==> src/rtl/hazard_stall_ctrl_if.sv <==
// hazard_stall_ctrl_if: ID-stage hazard inputs, pipeline control outputs and perf counters.
interface hazard_stall_ctrl_if #(parameter int CNT_W = 16);
  logic             ID_EX_MemRead;
  logic             ID_EX_RegWrite;
  logic [4:0]       ID_EX_RegisterRd;
  logic             EX_MEM_RegWrite;
  logic [4:0]       EX_MEM_RegisterRd;
  logic [4:0]       IF_ID_RegisterRs;
  logic [4:0]       IF_ID_RegisterRt;
  logic             ID_UsesRt;
  logic             ID_Branch;
  logic             ID_BranchTaken;
  logic             mem_stall;
  logic             perf_clr;
  logic             PC_Write;
  logic             IF_ID_Write;
  logic             ID_EX_Bubble;
  logic             IF_ID_Flush;
  logic             Pipe_Freeze;
  logic [CNT_W-1:0] stall_cycles;
  logic [CNT_W-1:0] flush_count;
  modport master (
    output ID_EX_MemRead, ID_EX_RegWrite, ID_EX_RegisterRd, EX_MEM_RegWrite, EX_MEM_RegisterRd,
           IF_ID_RegisterRs, IF_ID_RegisterRt, ID_UsesRt, ID_Branch, ID_BranchTaken, mem_stall, perf_clr,
    input  PC_Write, IF_ID_Write, ID_EX_Bubble, IF_ID_Flush, Pipe_Freeze, stall_cycles, flush_count
  );
  modport slave (
    input  ID_EX_MemRead, ID_EX_RegWrite, ID_EX_RegisterRd, EX_MEM_RegWrite, EX_MEM_RegisterRd,
           IF_ID_RegisterRs, IF_ID_RegisterRt, ID_UsesRt, ID_Branch, ID_BranchTaken, mem_stall, perf_clr,
    output PC_Write, IF_ID_Write, ID_EX_Bubble, IF_ID_Flush, Pipe_Freeze, stall_cycles, flush_count
  );
endinterface

==> src/rtl/hazard_stall_ctrl.sv <==
// hazard_stall_ctrl: ID-stage load-use/branch-operand stall, flush and memory-freeze sequencing.
module hazard_stall_ctrl #(parameter int CNT_W = 16) (
  input logic clk,
  input logic rst_n,
  hazard_stall_ctrl_if.slave hz
);
  typedef enum logic {RUN, STALL} state_t;
  state_t state;
  logic [1:0] cnt;
  logic [CNT_W-1:0] stallCnt, flushCnt;
  logic matchEx, matchMem, ldu, brEx, brMem, stallCyc, frz;
  always_comb begin
    matchEx = hz.ID_EX_RegisterRd != 5'd0 && (hz.ID_EX_RegisterRd == hz.IF_ID_RegisterRs ||
              (hz.ID_UsesRt && hz.ID_EX_RegisterRd == hz.IF_ID_RegisterRt));
    matchMem = hz.EX_MEM_RegisterRd != 5'd0 && (hz.EX_MEM_RegisterRd == hz.IF_ID_RegisterRs ||
               (hz.ID_UsesRt && hz.EX_MEM_RegisterRd == hz.IF_ID_RegisterRt));
    ldu = hz.ID_EX_MemRead && matchEx;
    brEx = hz.ID_Branch && hz.ID_EX_RegWrite && matchEx;
    brMem = hz.ID_Branch && hz.EX_MEM_RegWrite && matchMem;
    stallCyc = state == STALL || (ldu || brEx || brMem);
    frz = rst_n && hz.mem_stall;
  end
  // Reset forces a bubble with PC/IF-ID held; mem_stall overrides every other decision.
  assign hz.Pipe_Freeze  = frz;
  assign hz.PC_Write     = rst_n && !hz.mem_stall && !stallCyc;
  assign hz.IF_ID_Write  = rst_n && !hz.mem_stall && !stallCyc;
  assign hz.ID_EX_Bubble = !rst_n || (!hz.mem_stall && stallCyc);
  assign hz.IF_ID_Flush  = rst_n && !hz.mem_stall && !stallCyc && hz.ID_Branch && hz.ID_BranchTaken;
  assign hz.stall_cycles = stallCnt;
  assign hz.flush_count  = flushCnt;
  always_ff @(posedge clk or negedge rst_n) begin
    if (!rst_n) begin
      state <= RUN;
      cnt <= 2'd0;
      stallCnt <= '0;
      flushCnt <= '0;
    end else begin
      if (!hz.mem_stall) begin
        if (state == RUN && brEx) begin
          state <= STALL;
          cnt <= 2'd1;
        end else if (state == STALL) begin
          cnt <= cnt - 2'd1;
          state <= cnt == 2'd1 ? RUN : STALL;
        end
      end
      if (hz.perf_clr) begin
        stallCnt <= '0;
        flushCnt <= '0;
      end else begin
        if (hz.ID_EX_Bubble && !frz && stallCnt != '1) stallCnt <= stallCnt + CNT_W'(1);
        if (hz.IF_ID_Flush && flushCnt != '1) flushCnt <= flushCnt + CNT_W'(1);
      end
    end
  end
endmodule

==> src/flat_wrapper.sv <==
// flat-port wrapper written by rule: the top's interface ports become plain ports
module hazard_stall_ctrl_flat 
#(parameter int CNT_W = 16)
  (clk, rst_n, hz_ID_EX_MemRead, hz_ID_EX_RegWrite, hz_ID_EX_RegisterRd, hz_EX_MEM_RegWrite, hz_EX_MEM_RegisterRd, hz_IF_ID_RegisterRs, hz_IF_ID_RegisterRt, hz_ID_UsesRt, hz_ID_Branch, hz_ID_BranchTaken, hz_mem_stall, hz_perf_clr, hz_PC_Write, hz_IF_ID_Write, hz_ID_EX_Bubble, hz_IF_ID_Flush, hz_Pipe_Freeze, hz_stall_cycles, hz_flush_count);
  hazard_stall_ctrl_if #(.CNT_W(CNT_W)) hz_i ();
  input logic clk;
  input logic rst_n;
  input wire logic [$bits(hz_i.ID_EX_MemRead)-1:0] hz_ID_EX_MemRead;
  input wire logic [$bits(hz_i.ID_EX_RegWrite)-1:0] hz_ID_EX_RegWrite;
  input wire logic [$bits(hz_i.ID_EX_RegisterRd)-1:0] hz_ID_EX_RegisterRd;
  input wire logic [$bits(hz_i.EX_MEM_RegWrite)-1:0] hz_EX_MEM_RegWrite;
  input wire logic [$bits(hz_i.EX_MEM_RegisterRd)-1:0] hz_EX_MEM_RegisterRd;
  input wire logic [$bits(hz_i.IF_ID_RegisterRs)-1:0] hz_IF_ID_RegisterRs;
  input wire logic [$bits(hz_i.IF_ID_RegisterRt)-1:0] hz_IF_ID_RegisterRt;
  input wire logic [$bits(hz_i.ID_UsesRt)-1:0] hz_ID_UsesRt;
  input wire logic [$bits(hz_i.ID_Branch)-1:0] hz_ID_Branch;
  input wire logic [$bits(hz_i.ID_BranchTaken)-1:0] hz_ID_BranchTaken;
  input wire logic [$bits(hz_i.mem_stall)-1:0] hz_mem_stall;
  input wire logic [$bits(hz_i.perf_clr)-1:0] hz_perf_clr;
  output wire logic [$bits(hz_i.PC_Write)-1:0] hz_PC_Write;
  output wire logic [$bits(hz_i.IF_ID_Write)-1:0] hz_IF_ID_Write;
  output wire logic [$bits(hz_i.ID_EX_Bubble)-1:0] hz_ID_EX_Bubble;
  output wire logic [$bits(hz_i.IF_ID_Flush)-1:0] hz_IF_ID_Flush;
  output wire logic [$bits(hz_i.Pipe_Freeze)-1:0] hz_Pipe_Freeze;
  output wire logic [$bits(hz_i.stall_cycles)-1:0] hz_stall_cycles;
  output wire logic [$bits(hz_i.flush_count)-1:0] hz_flush_count;
  assign hz_i.ID_EX_MemRead = hz_ID_EX_MemRead;
  assign hz_i.ID_EX_RegWrite = hz_ID_EX_RegWrite;
  assign hz_i.ID_EX_RegisterRd = hz_ID_EX_RegisterRd;
  assign hz_i.EX_MEM_RegWrite = hz_EX_MEM_RegWrite;
  assign hz_i.EX_MEM_RegisterRd = hz_EX_MEM_RegisterRd;
  assign hz_i.IF_ID_RegisterRs = hz_IF_ID_RegisterRs;
  assign hz_i.IF_ID_RegisterRt = hz_IF_ID_RegisterRt;
  assign hz_i.ID_UsesRt = hz_ID_UsesRt;
  assign hz_i.ID_Branch = hz_ID_Branch;
  assign hz_i.ID_BranchTaken = hz_ID_BranchTaken;
  assign hz_i.mem_stall = hz_mem_stall;
  assign hz_i.perf_clr = hz_perf_clr;
  assign hz_PC_Write = hz_i.PC_Write;
  assign hz_IF_ID_Write = hz_i.IF_ID_Write;
  assign hz_ID_EX_Bubble = hz_i.ID_EX_Bubble;
  assign hz_IF_ID_Flush = hz_i.IF_ID_Flush;
  assign hz_Pipe_Freeze = hz_i.Pipe_Freeze;
  assign hz_stall_cycles = hz_i.stall_cycles;
  assign hz_flush_count = hz_i.flush_count;
  hazard_stall_ctrl #(.CNT_W(CNT_W)) u_core (.clk(clk), .rst_n(rst_n), .hz(hz_i));
endmodule
==> config.mk <==
export PLATFORM = sky130hd
export DESIGN_NAME = hazard_stall_ctrl_flat
export DESIGN_NICKNAME = d
export VERILOG_FILES = /design/src/rtl/hazard_stall_ctrl_if.sv /design/src/rtl/hazard_stall_ctrl.sv /design/src/flat_wrapper.sv
export SDC_FILE = /design/constraint.sdc
export NUM_CORES = 1
export LEC_CHECK = 0
export CORE_ASPECT_RATIO = 0.9
export CORE_MARGIN = 2
export CORE_UTILIZATION = 68
export DETAILED_ROUTE_END_ITERATION = 8
export DONT_BUFFER_PORTS = 1
export GPL_TIMING_DRIVEN = 0
export HOLD_SLACK_MARGIN = 0.1
export PLACE_DENSITY = 0.94
export SETUP_SLACK_MARGIN = 0.4
export SYNTH_ARGS = -nofsm -noshare
export SYNTH_HDL_FRONTEND = slang
export SYNTH_SLANG_ARGS = --single-unit
==> constraint.sdc <==
create_clock -name clk -period 5.28 [get_ports clk]
set_input_delay 0.528 -clock clk [delete_from_list [all_inputs] [get_ports clk]]
set_output_delay 0.528 -clock clk [all_outputs]
set_load 0.02 [all_outputs]
==> results.sh, run 1 <==
export IMPL_status="finished, final reports clean"
export IMPL_syn_nets=271
export IMPL_critical_path_required_ns=4.75
export IMPL_nNetsFinal=280
export IMPL_die_w_um=63.7
export IMPL_ioPinCount=67
export IMPL_whs_path_depth=2
export IMPL_htreeDepth=2
export IMPL_synth_most_common_cell="dfrtp_1"
export IMPL_insertion_delay_ns=0.36
export IMPL_vdd_drop_max_uv=280
export IMPL_switching_share=0.324
export IMPL_synthTopCellsByArea="dfrtp_1 40%, xnor2_1 11%, nor2_1 3.8%"
export IMPL_slew_headroom=0.517
export IMPL_maxCapViolations=0
export IMPL_max_stage_delay_ns=0.59
export IMPL_post_cts_buffers=0
export IMPL_drive_above_1_share=0.0806
export IMPL_ys_warn_count=0
export IMPL_p_comb_frac=0.213
export IMPL_power_frac_seq=0.527
export IMPL_finalSetupViolCount=0
export IMPL_setup_tns_ns=0
export IMPL_cts_resized=0
export IMPL_timing_rr_end="u_core.hz.stall_cycles[1]$_DFFE_PN0P_"
export IMPL_gr_total_overflow=0
export IMPL_gp_congestion=0.842
export IMPL_start_util=0.711
export IMPL_skew_ns=0.0132
export IMPL_drc=0
export IMPL_io_buffers=0
export IMPL_synth_edf_count=0
export IMPL_max_slew_worst_pin_slew_ns=0.719
export IMPL_max_clock_path_buffers=2
export IMPL_rrSetupSlack_ns=2.68
export IMPL_power_density_nw_per_um2=247
export IMPL_antenna_found_initial=0
export IMPL_num_vias=1891
export IMPL_synth_top_area_cell="dfrtp_1"
export IMPL_first_global_vias=1833
export IMPL_synth_common_cells="35 x dfrtp_1, 27 x xnor2_1, 22 x nor2_1, 16 x nand2_1, 15 x a21oi_1"
export IMPL_drt_iter0_drc=126
export IMPL_timing_fmax_ghz=0.353
export IMPL_clk_pin_slew_ns=0.10
export IMPL_hold_path_startpoint="hz_mem_stall"
export IMPL_finalPower_w=0.000573
export IMPL_hold_class="input port to flop"
export IMPL_vias_per_cell=6.52
export IMPL_dieArea_um2=3680
export IMPL_clkPwrFrac=0.260
export IMPL_wl_mm=5.09
export IMPL_async_flop_share=1.00
export IMPL_worstReg2RegStart="u_core.hz.stall_cycles[3]$_DFFE_PN0P_"
export IMPL_cts_root_buf="clkbuf_4"
export IMPL_p_sw_w=0.000186
export IMPL_rsz0062_at_grt="false"
export IMPL_min_period_ns=2.83
export IMPL_worstSetupStartpointType="input port"
export IMPL_rows=19
export IMPL_holdBufCountCts=2
export IMPL_p_int_w=0.000387
export IMPL_dr_pass1_iters=4
export IMPL_grt_max_degree=36
export IMPL_setup_worst_path_start="hz_EX_MEM_RegisterRd[1]"
export IMPL_die_y_um=57.7
export IMPL_track_usage=0.305
export IMPL_worstPathArrival_ns=2.30
export IMPL_grt_pass1_wl_mm=8.49
export IMPL_maxSlewViolCount=0
export IMPL_cts_sinks=35
export IMPL_syn2layout_area_growth_pct=6.43
export IMPL_min_to="u_core.state$_DFFE_PN0N_"
export IMPL_synthCells=238
export IMPL_tritoncts="yes"
export IMPL_ys_flop_type="dfrtp_1"
export IMPL_path_max_fanout=4
export IMPL_path_class="input port to output port"
export IMPL_cp_cell_sequence="nor3_1 > nand2_1 > a41oi_1 > nand2_1 > nor3_1 > buf_4"
export IMPL_synth_top_cell_area_share=0.402
export IMPL_cpMaxStageDelayCell="nor3_1"
export IMPL_endpoint_kind="output port"
export IMPL_antenna_cells=0
export IMPL_leakage_nw=0.873
export IMPL_drtAntennaViolNets=0
export IMPL_hold_viol=0
export IMPL_cts_made_buffers=5
export IMPL_drt_wirelength_per_cell_um=17.6
export IMPL_r2r_cells=10
export IMPL_avgSynthCellArea_um2=9.16
export IMPL_synth_seq_cells=35
export IMPL_dp_hpwl_mm=3.56
export IMPL_ys_seq_area_frac=0.402
export IMPL_synthesis_area_um2=2180
export IMPL_fin_crit_sh=0.536
export IMPL_core_um2=3070
export IMPL_ys_types=41
-- metrics by stage --
step | util | cells | cell area, um^2 | worst slack, ns | hold slack [ns]
after floorplan | - | 238 | 2180 | 2.70 | 0.232
final | 0.757 | 290 | 2320 | 2.45 | 0.355
after CTS | 0.757 | 290 | 2320 | 2.49 | 0.350
after global routing | 0.757 | 290 | 2320 | 2.28 | 0.357
after global placement | 0.728 | 280 | 2230 | 2.54 | 0.233
after detailed placement | 0.728 | 280 | 2230 | 2.51 | 0.233
-- cells by family (layout without fill, tap and decap cells) --
| family | count (synthesis) | in the layout | share of synthesized area |
|---|---|---|---|
| multiplexers | 5 | 5 | 0.0241 |
| flip-flops | 35 | 35 | 0.402 |
| AND/OR/NAND/NOR | 106 | 106 | 0.264 |
| buffers and inverters | 16 | 26 | 0.0425 |
| AO/OA/AOI/OAI | 41 | 41 | 0.122 |
| adder cells (fa/ha/maj) | 3 | 3 | 0.0172 |
| XOR/XNOR | 32 | 32 | 0.129 |
-- metal layers --
layer / routed length, um / vias to the layer above / global-route usage
met4: 74 / 0 / 0.109
met2: 2430 / 93 / 0.489
li1: - / 887 / -
met1: 2100 / 901 / 0.396
met5: 0 / - / 0
met3: 485 / 10 / 0.0951
-- registers in the layout (all words and copies together), names as in the netlist --
signal and cells:
u_core.cnt 2, u_core.hz.flush_count 16, u_core.hz.stall_cycles 16, u_core.state 1
-- worst max-delay path by stage --
stage / endpoint / cells past startpoint
floorplan: hz_PC_Write / 7
global route: hz_PC_Write / 7
detailed placement: hz_PC_Write / 7
finish: hz_PC_Write / 6
global placement: hz_PC_Write / 7
CTS: hz_PC_Write / 7
-- placed cells by master, fill, tap and decap left out, types with 2 or more instances in the layout --
cell type / instances
a21o_1: 2
a21oi_1: 15
and2_1: 2
and3_4: 2
and4_1: 3
buf_12: 2
clkbuf_1: 4
clkbuf_4: 5
clkinvlp_4: 2
dfrtp_1: 35
ha_1: 3
inv_1: 8
mux2_1: 2
mux2i_1: 3
nand2_1: 16
nand3_1: 12
nand4_1: 11
nor2_1: 22
nor2b_1: 3
nor3_1: 11
nor4_1: 3
o21ai_1: 10
o31ai_1: 6
or3_1: 9
or4_1: 7
xnor2_1: 27
xor2_1: 5
-- final cells by class --
cell class / count / area (um^2)
Multi-Input combinational cell: 187 / 1210
Buffer: 8 / 62.6
Tap cell: 42 / 52.6
Inverter: 8 / 30.0
Clock buffer: 5 / 37.5
Clock inverter: 3 / 20.0
Fill cell: 215 / 746
Sequential cell: 35 / 876
Timing Repair Buffer: 2 / 30.0
-- power by group through the flow --
stage	clock network (W)	logic [W]	registers (W)
2_1_floorplan	0	0.0000950	0.000304
3_3_place_gp	0	0.000108	0.000307
3_5_place_dp	0	0.000113	0.000307
4_1_cts	0.000151	0.000122	0.000302
5_1_grt	0.000162	0.000136	0.000304
6_report	0.000149	0.000122	0.000302
-- critical path: cells and delay by family --
kind                   cells  cell delay, ns
AOI/OAI and AO/OA          1            0.47
and+or+nand+nor            4            1.04
buffers and inverters      1            0.26
Note: power is estimated with default switching activity, not from simulation.
==> run 2, diff against run 1 <==
CORE_UTILIZATION = 57   (was 68)
PLACE_DENSITY = 0.85   (was 0.94)
clock period = 2.6 ns   (was 5.28 ns; I/O delays follow)
==> run 2 against run 1 <==
Compared with the run above:
- total power rose by 140%
- final area is 18% higher
- cell count increased by 7.6%
- largest cell class unchanged
- highest routed layer unchanged
==> results.sh, run 2 (synthesized netlist as in run 1, its figures left out) <==
export IMPL_setup_tns_ns=0
export IMPL_track_usage=0.261
export IMPL_start_util=0.589
export IMPL_max_clock_path_buffers=2
export IMPL_maxSlewViolCount=0
export IMPL_antenna_cells=0
export IMPL_vias_per_cell=6.45
export IMPL_status="finished, final reports clean"
export IMPL_antenna_found_initial=0
export IMPL_max_stage_delay_ns=0.50
export IMPL_dr_pass1_iters=4
export IMPL_cts_made_buffers=5
export IMPL_first_global_vias=1954
export IMPL_layout_common_cells="27 x xnor2_1, 23 x dfrtp_1, 21 x nor2_1, 15 x nand2_1, 13 x buf_4"
export IMPL_rsz0062_at_grt="true"
export IMPL_grt_pass1_wl_mm=9.17
export IMPL_vdd_drop_max_uv=360
export IMPL_skew_ns=0.0102
export IMPL_final_common_cell="xnor2_1"
export IMPL_gp_congestion=0.808
export IMPL_cpMaxStageDelayCell="dfrtp_2"
export IMPL_die_w_um=69.2
export IMPL_leakage_nw=0.996
export IMPL_drt_wirelength_per_cell_um=18.7
export IMPL_drc=0
export IMPL_die_y_um=62.7
export IMPL_gr_total_overflow=0
export IMPL_dp_hpwl_mm=3.58
export IMPL_finalSetupViolCount=0
export IMPL_clk_pin_slew_ns=0.08
export IMPL_io_buffers=0
export IMPL_num_vias=2011
export IMPL_finalPower_w=0.00135
export IMPL_power_density_nw_per_um2=491
export IMPL_slew_headroom=0.619
export IMPL_final_cell_area_um2=2750
export IMPL_path_class="flop to flop"
export IMPL_hold_viol=0
export IMPL_syn2layout_area_growth_pct=25.9
export IMPL_hold_class="input port to flop"
export IMPL_wl_mm=5.85
export IMPL_cts_root_buf="clkbuf_8"
export IMPL_worstSetupStartpointType="flop"
export IMPL_drive_above_1_share=0.289
export IMPL_endpoint_kind="flop"
export IMPL_dpl_cell_area_um2=2240
export IMPL_core_um2=3700
export IMPL_cts_sinks=35
export IMPL_fin_crit_sh=0.917
export IMPL_critical_path_required_ns=2.81
export IMPL_drt_iter0_drc=185
export IMPL_rows=21
export IMPL_dieArea_um2=4340
export IMPL_ioPinCount=67
export IMPL_path_max_fanout=8
export IMPL_place_inst=284
export IMPL_critPathMostFrequentCell="and3_4"
export IMPL_max_slew_worst_pin_slew_ns=0.572
export IMPL_nNetsFinal=299
export IMPL_drtAntennaViolNets=0
export IMPL_stdcell_count=312
export IMPL_htreeDepth=2
export IMPL_timing_fmax_ghz=0.420
export IMPL_worstPathArrival_ns=2.59
export IMPL_min_period_ns=2.38
export IMPL_grt_max_degree=36
export IMPL_tritoncts="yes"
export IMPL_maxCapViolations=0
export IMPL_insertion_delay_ns=0.30
export IMPL_cp_cell_sequence="and4_4 > and3_4 > and3_4 > nand3_4 > or3_4 > o21ai_4 > buf_8 > buf_16 > o21ai_1 > a21oi_1"
run 2: worst paths after layout:
check                      slack [ns]                               endpoint  cells after the start                                  start
setup / recovery                 0.22  u_core.hz.stall_cycles[3]$_DFFE_PN0P_                     10  u_core.hz.stall_cycles[3]$_DFFE_PN0P_
hold / removal                   0.16              u_core.cnt[0]$_DFFE_PN0P_                      2                           hz_mem_stall
setup reg to reg                 0.22  u_core.hz.stall_cycles[3]$_DFFE_PN0P_                     10  u_core.hz.stall_cycles[3]$_DFFE_PN0P_
hold reg to reg                  0.48              u_core.cnt[0]$_DFFE_PN0P_                      1              u_core.cnt[0]$_DFFE_PN0P_
max in group asynchronous        1.98   u_core.hz.flush_count[1]$_DFFE_PN0P_                      2                                  rst_n
min in group asynchronous        0.41  u_core.hz.stall_cycles[8]$_DFFE_PN0P_                      2                                  rst_n
run 2: cell type report:
type / instances / area [um^2]
inverters: 8 / 30.0
clock inverters: 1 / 5.00
clock buffers: 6 / 82.6
flip-flops and latches: 35 / 891
multi-input cells: 188 / 1400
well taps: 46 / 57.6
plain buffers: 8 / 68.8
repair buffers: 20 / 213
fillers: 254 / 958
run 2: worst max-delay path: cells and delay by family (launching register included):
family | cells | cell delay [ns]
flops | 1 | 0.50
buf+inv | 2 | 0.30
compound gates | 3 | 0.38
simple gates | 5 | 1.09
run 2: report_power, final:
part / switching (W) / total [W] / internal [W]
clock network: 0.000198 / 0.000406 / 0.000208
registers: 0.0000402 / 0.000616 / 0.000576
logic: 0.000170 / 0.000326 / 0.000157
total: 0.000408 / 0.00135 / 0.000940
run 2: per-stage QoR:
stage	util	hold WS (ns)	setup slack (ns)
2_1_floorplan	-	-0.0356	0.404
3_3_place_gp	0.606	-0.0349	0.183
3_5_place_dp	0.606	-0.0349	0.181
4_1_cts	0.703	0.163	0.237
5_1_grt	0.741	0.153	0.163
6_report	0.741	0.158	0.216
run 2: routing by layer:
metal | vias up | GRT usage | wire length (um)
met5 | - | 0 | 0
met1 | 1004 | 0.356 | 2390
met3 | 11 | 0.0758 | 394
met2 | 78 | 0.411 | 2960
li1 | 918 | - | -
met4 | 0 | 0.0637 | 108
run 2: timing repair:
item                                   4_1_cts  5_1_grt
setup buffers                               13        4
resized for setup                           24       26
gates cloned                                 2        0
hold buffers                                 2        0
setup endpoints to repair                   32       33
endpoints found under the hold margin       35        0
pin swaps                                    5       11
==> run 3, diff against run 2 <==
CORE_MARGIN = default   (was 2)
CTS_CLUSTER_SIZE = 25   (was default)
==> run 3 against run 2 <==
Compared with the run above:
- critical path type unchanged
- critical endpoint is now u_core.hz.stall_cycles[8]$_DFFE_PN0P_
- utilization is 3.3 points higher
- largest power group unchanged
- clock skew fell by 0.0029 ns
- via count shrank 1.1%
- clock power rose by 29%
- non-clock buffer count increased by 3
==> results.sh, run 3 (synthesized netlist as in run 1, its figures left out) <==
export IMPL_status="finished, final reports clean"
export IMPL_fin_crit_sh=0.898
export IMPL_core_um2=3500
export IMPL_ioPinCount=67
export IMPL_vias_per_cell=6.33
export IMPL_hold_path_startpoint="hz_mem_stall"
export IMPL_layout_common_cells="27 x xnor2_1, 25 x dfrtp_1, 21 x nor2_1, 18 x buf_4, 16 x nand2_1"
export IMPL_antenna_cells=0
export IMPL_min_period_ns=2.33
export IMPL_rrSetupSlack_ns=0.27
export IMPL_io_buffers=0
export IMPL_whs_path_depth=2
export IMPL_track_usage=0.295
export IMPL_timing_fmax_ghz=0.428
export IMPL_worstReg2RegStart="u_core.hz.stall_cycles[3]$_DFFE_PN0P_"
export IMPL_max_clock_path_buffers=2
export IMPL_final_common_cell="xnor2_1"
export IMPL_fillCellCount=225
export IMPL_grt_pass1_wl_mm=8.65
export IMPL_die_y_um=60.7
export IMPL_cts_root_buf="clkbuf_8"
export IMPL_num_vias=1988
export IMPL_hold_class="input port to flop"
export IMPL_multi_input_area_um2=1340
export IMPL_die_w_um=67.2
export IMPL_min_to="u_core.state$_DFFE_PN0N_"
export IMPL_max_slew_worst_pin_slew_ns=0.513
export IMPL_path_max_fanout=8
export IMPL_finalPower_w=0.00145
export IMPL_skew_ns=0.00734
export IMPL_dr_pass1_iters=4
export IMPL_cts_made_buffers=5
export IMPL_finalSetupViolCount=0
export IMPL_drt_iter0_drc=176
export IMPL_drc=0
export IMPL_path_class="flop to flop"
export IMPL_dieArea_um2=4080
export IMPL_first_global_vias=1895
export IMPL_hold_viol=0
export IMPL_syn2layout_area_growth_pct=24.3
export IMPL_r2r_cells=9
export IMPL_dp_hpwl_mm=3.42
export IMPL_gp_congestion=0.798
export IMPL_final_seq_area_um2=888
export IMPL_leakage_nw=1.01
export IMPL_start_util=0.623
export IMPL_power_density_nw_per_um2=536
export IMPL_power_frac_seq=0.425
export IMPL_htreeDepth=2
export IMPL_maxSlewViolCount=0
export IMPL_antenna_found_initial=0
export IMPL_vdd_drop_max_uv=486
export IMPL_clk_pin_slew_ns=0.07
export IMPL_grt_max_degree=36
export IMPL_nNetsFinal=302
export IMPL_rows=20
export IMPL_endpoint_kind="flop"
export IMPL_insertion_delay_ns=0.30
export IMPL_drtAntennaViolNets=0
export IMPL_p_int_w=0.00104
export IMPL_gr_total_overflow=0
export IMPL_setup_tns_ns=0
export IMPL_wl_mm=5.82
export IMPL_p_sw_w=0.000418
export IMPL_drt_wirelength_per_cell_um=18.5
export IMPL_cts_sinks=35
export IMPL_critical_path_required_ns=2.78
export IMPL_rsz0062_at_grt="true"
export IMPL_drive_above_1_share=0.267
export IMPL_p_comb_frac=0.215
export IMPL_slew_headroom=0.658
export IMPL_switching_share=0.288
export IMPL_maxCapViolations=0
export IMPL_timing_rr_end="u_core.hz.stall_cycles[8]$_DFFE_PN0P_"
export IMPL_worstSetupStartpointType="flop"
export IMPL_clkPwrFrac=0.360
export IMPL_tritoncts="yes"
export IMPL_worstPathArrival_ns=2.51
[run 3: cell count changes in the layout (fill, tap and decap cells not counted), sizes merged]
cell,previous run,this run
bufinv,0,1
buf,23,26
[run 3: repair_timing]
| action | in CTS | in global routing |
|---|---|---|
| setup buffers | 15 | 4 |
| gates cloned | 3 | 0 |
| hold buffers | 2 | 0 |
| gates resized for setup | 23 | 12 |
| hold endpoints to repair | 35 | 0 |
| pin swaps | 6 | 7 |
| endpoints found under the setup margin | 31 | 31 |
[run 3: critical path: stages, from the launching register on]
cell     delay, ns
dfrtp_2       0.49
and4_4        0.26
and3_4        0.19
and3_4        0.21
nand3_4       0.08
or3_4         0.36
o21ai_4       0.10
buf_4         0.15
nor3_1        0.04
mux2_1        0.32
[run 3: how the worst max path moves through the flow]
stage / depth (start not counted) / from / slack (ns) / end
after global placement: 10 / u_core.hz.stall_cycles[3]$_DFFE_PN0P_ / 0.18 / u_core.hz.stall_cycles[1]$_DFFE_PN0P_
after global routing: 10 / u_core.hz.stall_cycles[3]$_DFFE_PN0P_ / 0.16 / u_core.hz.stall_cycles[1]$_DFFE_PN0P_
after CTS: 10 / u_core.hz.stall_cycles[3]$_DFFE_PN0P_ / 0.25 / u_core.hz.stall_cycles[1]$_DFFE_PN0P_
after detailed placement: 10 / u_core.hz.stall_cycles[3]$_DFFE_PN0P_ / 0.19 / u_core.hz.stall_cycles[1]$_DFFE_PN0P_
final: 9 / u_core.hz.stall_cycles[3]$_DFFE_PN0P_ / 0.27 / u_core.hz.stall_cycles[8]$_DFFE_PN0P_
after floorplan: 10 / u_core.hz.stall_cycles[3]$_DFFE_PN0P_ / 0.40 / u_core.hz.stall_cycles[1]$_DFFE_PN0P_
[run 3: final cells by class]
class                   count  share of cell area
plain buffers               8              0.0254
inverters                   8              0.0111
repair buffers             23              0.0784
clock inverters             2              0.0129
well taps                  44              0.0203
multi-input cells         188               0.494
flip-flops and latches     35               0.328
clock buffers               6              0.0305
[run 3: power groups by stage]
stage	logic, W	registers, W	clock network (W)
after floorplan	0.000193	0.000618	0
after CTS	0.000302	0.000615	0.000519
after global routing	0.000342	0.000622	0.000546
after global placement	0.000225	0.000624	0
final	0.000313	0.000618	0.000523
after detailed placement	0.000229	0.000626	0
[run 3: per-stage QoR]
| stage | setup WS, ns | instances | cell area (um^2) | hold WS, ns | util |
|---|---|---|---|---|---|
| floorplan | 0.404 | 238 | 2190 | -0.0356 | - |
| global placement | 0.177 | 282 | 2240 | -0.0349 | 0.640 |
| detailed placement | 0.186 | 282 | 2240 | -0.0351 | 0.640 |
| CTS | 0.247 | 310 | 2630 | 0.139 | 0.750 |
| global route | 0.158 | 314 | 2710 | 0.138 | 0.774 |
| finish | 0.265 | 314 | 2710 | 0.146 | 0.774 |
[run 3: layer usage]
metal | track usage | vias to the layer above | part of all wire
met2 | 0.480 | 86 | 0.49
met3 | 0.0677 | 12 | 0.078
met5 | 0 | - | 0
met1 | 0.365 | 963 | 0.42
met4 | 0.161 | 0 | 0.017
li1 | - | 927 | -
